==> src/rtl/bcd_conv_sequencer.sv <==
// ---------------------------------------------------------------------------
// bcd_conv_sequencer
// Shares one start/done-less iterative binary-to-BCD converter among N_REQ
// requesters. A round-robin arbiter picks a requester. Its operand is then
// driven onto the converter and held for CONV_CYCLES clocks. The settled
// result is captured and handed back with a one-cycle done pulse.
//
// Ports
//   clk       in   1            system clock, rising edge
//   rst_n     in   1            asynchronous active-low reset
//   req       in   N_REQ        per-requester request level
//   bin       in   N_REQ*B_W    packed operands, requester i at [i*B_W +: B_W]
//   gnt       out  N_REQ        one-hot grant, held for the whole conversion
//   done      out  N_REQ        one-hot, one-cycle result-valid pulse
//   bcd_out   out  BCD_W        last captured result
//   busy      out  1            conversion in progress
//   conv_b    out  B_W          converter operand input
//   conv_bcd  in   BCD_W        converter result output
// ---------------------------------------------------------------------------
module bcd_conv_sequencer #(
    parameter int unsigned N_REQ       = 4,
    parameter int unsigned B_W         = 12,
    parameter int unsigned BCD_W       = 16,
    parameter int unsigned CONV_CYCLES = 24
) (
    input  logic                   clk,
    input  logic                   rst_n,
    input  logic [N_REQ-1:0]       req,
    input  logic [N_REQ*B_W-1:0]   bin,
    output logic [N_REQ-1:0]       gnt,
    output logic [N_REQ-1:0]       done,
    output logic [BCD_W-1:0]       bcd_out,
    output logic                   busy,
    output logic [B_W-1:0]         conv_b,
    input  logic [BCD_W-1:0]       conv_bcd
);

    localparam int unsigned IDX_W = (N_REQ > 1) ? $clog2(N_REQ) : 1;
    localparam int unsigned CNT_W = (CONV_CYCLES > 1) ? $clog2(CONV_CYCLES) : 1;

    typedef enum logic [1:0] {
        S_IDLE    = 2'd0,
        S_WAIT    = 2'd1,
        S_CAPTURE = 2'd2
    } state_t;

    state_t             r_state;
    state_t             w_state_nxt;

    logic [N_REQ-1:0]   r_gnt;
    logic [N_REQ-1:0]   r_done;
    logic [BCD_W-1:0]   r_bcd;
    logic               r_busy;
    logic [B_W-1:0]     r_conv_b;
    logic [IDX_W-1:0]   r_last;
    logic [CNT_W-1:0]   r_cnt;

    logic [N_REQ-1:0]   w_gnt_nxt;
    logic [N_REQ-1:0]   w_done_nxt;
    logic [BCD_W-1:0]   w_bcd_nxt;
    logic               w_busy_nxt;
    logic [B_W-1:0]     w_conv_b_nxt;
    logic [IDX_W-1:0]   w_last_nxt;
    logic [CNT_W-1:0]   w_cnt_nxt;

    logic               w_win_vld;
    logic [IDX_W-1:0]   w_win_idx;
    logic [IDX_W-1:0]   w_cand;
    int                 w_cand_i;
    logic [B_W-1:0]     w_bin_arr [N_REQ];

    // Unpack operand bus into a per-requester array
    for (genvar gi = 0; gi < int'(N_REQ); gi++) begin : g_bin
        assign w_bin_arr[gi] = bin[gi*B_W +: B_W];
    end

    // Round-robin winner: first requesting index after r_last, wrapping
    always_comb begin
        w_win_vld = 1'b0;
        w_win_idx = '0;
        w_cand    = '0;
        w_cand_i  = 0;
        for (int k = 1; k <= int'(N_REQ); k++) begin
            w_cand_i = int'(r_last) + k;
            if (w_cand_i >= int'(N_REQ)) begin
                w_cand_i = w_cand_i - int'(N_REQ);
            end
            w_cand = IDX_W'(w_cand_i);
            if (!w_win_vld && req[w_cand]) begin
                w_win_vld = 1'b1;
                w_win_idx = w_cand;
            end
        end
    end

    // State register
    always_ff @(posedge clk or negedge rst_n) begin
        if (!rst_n) begin
            r_state <= S_IDLE;
        end else begin
            r_state <= w_state_nxt;
        end
    end

    // Next-state logic. WAIT hands over to CAPTURE on the edge where cnt
    // reaches zero, so the capture edge lands exactly CONV_CYCLES edges after
    // the grant edge.
    always_comb begin
        w_state_nxt = r_state;
        case (r_state)
            S_IDLE: begin
                if (w_win_vld) begin
                    w_state_nxt = S_WAIT;
                end
            end
            S_WAIT: begin
                if (r_cnt == CNT_W'(1)) begin
                    w_state_nxt = S_CAPTURE;
                end
            end
            S_CAPTURE: begin
                w_state_nxt = S_IDLE;
            end
            default: begin
                w_state_nxt = S_IDLE;
            end
        endcase
    end

    // Output / datapath next values
    always_comb begin
        w_gnt_nxt    = r_gnt;
        w_done_nxt   = '0;
        w_bcd_nxt    = r_bcd;
        w_busy_nxt   = r_busy;
        w_conv_b_nxt = r_conv_b;
        w_last_nxt   = r_last;
        w_cnt_nxt    = r_cnt;
        case (r_state)
            S_IDLE: begin
                if (w_win_vld) begin
                    w_gnt_nxt    = N_REQ'(1) << w_win_idx;
                    w_conv_b_nxt = w_bin_arr[w_win_idx];
                    w_last_nxt   = w_win_idx;
                    w_cnt_nxt    = CNT_W'(CONV_CYCLES - 1);
                    w_busy_nxt   = 1'b1;
                end
            end
            S_WAIT: begin
                w_cnt_nxt = r_cnt - CNT_W'(1);
            end
            S_CAPTURE: begin
                w_bcd_nxt  = conv_bcd;
                w_done_nxt = r_gnt;
                w_gnt_nxt  = '0;
                w_busy_nxt = 1'b0;
            end
            default: begin
                w_gnt_nxt  = '0;
                w_busy_nxt = 1'b0;
            end
        endcase
    end

    // Datapath / output registers
    always_ff @(posedge clk or negedge rst_n) begin
        if (!rst_n) begin
            r_gnt    <= '0;
            r_done   <= '0;
            r_bcd    <= '0;
            r_busy   <= 1'b0;
            r_conv_b <= '0;
            r_last   <= IDX_W'(N_REQ - 1);
            r_cnt    <= '0;
        end else begin
            r_gnt    <= w_gnt_nxt;
            r_done   <= w_done_nxt;
            r_bcd    <= w_bcd_nxt;
            r_busy   <= w_busy_nxt;
            r_conv_b <= w_conv_b_nxt;
            r_last   <= w_last_nxt;
            r_cnt    <= w_cnt_nxt;
        end
    end

    assign gnt     = r_gnt;
    assign done    = r_done;
    assign bcd_out = r_bcd;
    assign busy    = r_busy;
    assign conv_b  = r_conv_b;

endmodule

==> config.mk <==
export PLATFORM = sky130hd
export DESIGN_NAME = bcd_conv_sequencer
export DESIGN_NICKNAME = d
export VERILOG_FILES = /design/src/rtl/bcd_conv_sequencer.sv
export SDC_FILE = /design/constraint.sdc
export NUM_CORES = 1
export LEC_CHECK = 0
export BUFFER_PORTS_ARGS = -buffer_cell sky130_fd_sc_hd__buf_2
export CORE_MARGIN = 5
export CORE_UTILIZATION = 35
export CTS_BUF_LIST = sky130_fd_sc_hd__clkbuf_4 sky130_fd_sc_hd__clkbuf_8
export DETAILED_ROUTE_END_ITERATION = 7
export PLACE_DENSITY = 0.7
export SLEW_MARGIN = 20
export SYNTH_ARGS = -nofsm -noshare
export SYNTH_HDL_FRONTEND = slang
export SYNTH_SLANG_ARGS = --single-unit
==> constraint.sdc <==
create_clock -name clk -period 2.9 [get_ports clk]
set_input_delay 0 -clock clk [delete_from_list [all_inputs] [get_ports clk]]
set_output_delay 0 -clock clk [all_outputs]
set_load 0.02 [all_outputs]
==> results.yml <==
global_routing:
  overflow: 0
  grt_pass1_vias: 2389
  grt_pass1_wl_um: 11140
  antenna_found_initial: 0
  grtUsageMet3_pct: 4.468
  use_met1_pct: 20.83
  grt_start_max_net_pins: 47
  grt_use_total_pct: 16.21
  busiest_layer: "met2"
  grtUsageMet2_pct: 25.74
hold_path:
  hp-start: "bin[13]"
  whs_endpoint: "conv_b[1]"
  hold_depth: 3
  hold_class: "primary input to flip-flop"
logic_synthesis:
  yosys_warnings: 0
  ys_ff_latch: 46
  syn_area_per_cell_um2: 9.509
  yosysUniqueCellTypes: 40
  synth_nets: 322
  syn-instance-count: 250
  ys.flop_type: "dfrtp_1"
  synth_top_area_cell: "dfrtp_1"
  synthArstFlopShare_pct: 100.0
  seq_area_frac_synth_pct: 48.53
  synth-edff-count: 0
  synth.most_common_cell: "nand2_1"
  mappedNetlistArea_mm2: 0.002377
  yosys-top-cells-count: "nand2_1 (50), dfrtp_1 (44), nor2_1 (24), inv_1 (16)"
  yosysTopAreaCellShare_pct: 46.32
  synthTopCellsByArea: "dfrtp_1 (46%), nand2_1 (7.9%), mux2i_1 (5.5%)"
clock_tree:
  clock-sinks: 46
  cts_tree: "built"
  cts_root_buffer: "clkbuf_8"
  insertion_delay_ps: 300
  hold_buffers: 19
  cts.clk_slew.worst_paths_ps: 90
  htreeDepth: 2
  cts_made_buffers: 5
  max-clock-path-buffers: 2
  cts.repair.resized: 0
  cts_setup_buffers: 0
sta:
  drv_slew: 0
  holdWs_ps: 26.76
  fmax_ghz: 0.4398
  relSlewSlack_pct: 50.98
  setup_tns_ps: 0
  skew_ps: 2.817
  fin_crit_ps: 2274
  rsz0062_at_grt: "no"
  hold_viol: 0
  finalCritPeriodShare_pct: 78.41
  setup_violations: 0
  worst_pin_slew_ps: 731.3
  setup_ws_ps: 626.2
critical_path:
  reg2reg_depth: 7
  crit_required_ps: 3110
  critPathLaunch: "r_last[0]"
  critPathMaxFanout: 14
  r2r_setup_slack_ps: 630
  path_cells: "nor2b_1, o21ai_2, buf_4, and3_1, buf_12, a2111oi_0, a211oi_1"
  critPathMaxStageDelay_ps: 630
  cp_slowest_cell: "dfstp_2"
  critPathArrivalTime_ps: 2480
  worstSetupPathType: "flip-flop to flip-flop"
  critPathCaptureType: "flip-flop"
  regToRegStartpoint: "r_last[0]"
  start_kind: "flip-flop"
  r2r_end: "conv_b[10]"
place:
  place_ws_ps: 643.4
  io_buffers: 106
  place_congestion: 0.8615
  placed_cell_area_mm2: 0.002994
  dp.cells: 429
  dpl.hpwl_um: 5043
die:
  die_w_um: 92.42
  rows: 30
  core_mm2: 0.006719
  start_util_pct: 35.38
  num_io_pins: 107
  dieArea_mm2: 0.008541
  die_y_um: 92.42
final_layout:
  layoutNonFillerInstCount: 456
  fin_util_pct: 49.12
  antennaDiodeCount: 0
  drive_gt1_share_pct: 35.90
  fin_area_mm2: 0.003301
  syn_to_final_growth_pct: 38.84
  nets: 447
routing:
  drt_iter0_markers: 91
  dr.pass1.iters: 4
  drt_wl_total_um: 6897
  wl_per_cell_um: 15.13
  via_count: 2283
  vias_per_cell: 5.007
  drc: 0
  ant_nets: 0
power_and_ir_drop:
  leakagePower_nw: 1.610
  power.total_mw: 2.796
  ir_drop_mv: 0.3068
  power_density_mw_per_mm2: 847.1
run:
  drv_cap: 0
outcome:
  outcome: "finished, final reports clean"
## report_power, final
group | total (mW) | switching, mW | internal [mW]
combinational | 1.26 | 0.753 | 0.508
sequential | 1.04 | 0.169 | 0.875
clock | 0.491 | 0.224 | 0.267
## sequential cells by signal, summed over array words and instances (netlist names)
register / count
busy: 1
done: 4
r_last: 2
bcd_out: 16
conv_b: 12
gnt: 4
r_cnt: 5
r_state: 2
## worst max-delay path: cells and delay by family, from the launching register on
family | cells | cell delay (ps)
AOI/OAI and AO/OA | 3 | 500
buffers and inverters | 2 | 420
DFF | 1 | 630
and+or+nand+nor | 2 | 640
## kinds of logic (layout without fill, tap and decap cells)
family                     count (synthesis)  count (layout)  synth area share (%)
and+or+nand+nor                          100             100                 19.11
AOI/OAI and AO/OA                         56              56                 18.95
DFF                                       46              46                 48.53
buffers and inverters                     31             157                 6.158
muxes                                     13              13                 5.473
adders and majority gates                  2               2                 1.052
xor gates and xnor gates                   2               2                0.7370
## cell type report
| cell class | instances | area (um2) |
|---|---|---|
| fillers | 655 | 3418 |
| multi-input cells | 173 | 1077 |
| well taps | 80 | 100.1 |
| repair buffers | 133 | 795.8 |
| flip-flops and latches | 46 | 1154 |
| inverters | 16 | 60.06 |
| clock inverters | 2 | 37.54 |
| clock buffers | 6 | 76.32 |
## layout by cell type (no fill, tap or decap), drive strengths merged, types with 2 or more instances in the layout
master	count
nor4	2
ha	2
a31oi	13
or2	2
buf	114
o21ai	8
a2111oi	12
mux2i	13
nor3	2
and2	6
clkbuf	6
dfstp	2
a22o	4
xnor2	2
dlygate4sd3	19
nand2	50
dfrtp	44
nand2b	2
inv	16
a221oi	2
nand3	2
nor2b	5
a211oi	13
nor2	24
## worst max path at each step
stage	to	slack, ps	cells past startpoint
final	conv_b[10]	630	7
after global placement	conv_b[7]	710	7
after detailed placement	conv_b[7]	640	7
after CTS	conv_b[7]	630	7
after global routing	conv_b[10]	410	7
after floorplan	conv_b[10]	1120	7
## metal layers
metal	wire [um]	vias up
met3	521	9
met4	102	0
li1	-	1124
met5	0	-
met1	3020	1066
met2	3252	84
Note: power is estimated with default switching activity, not from simulation.
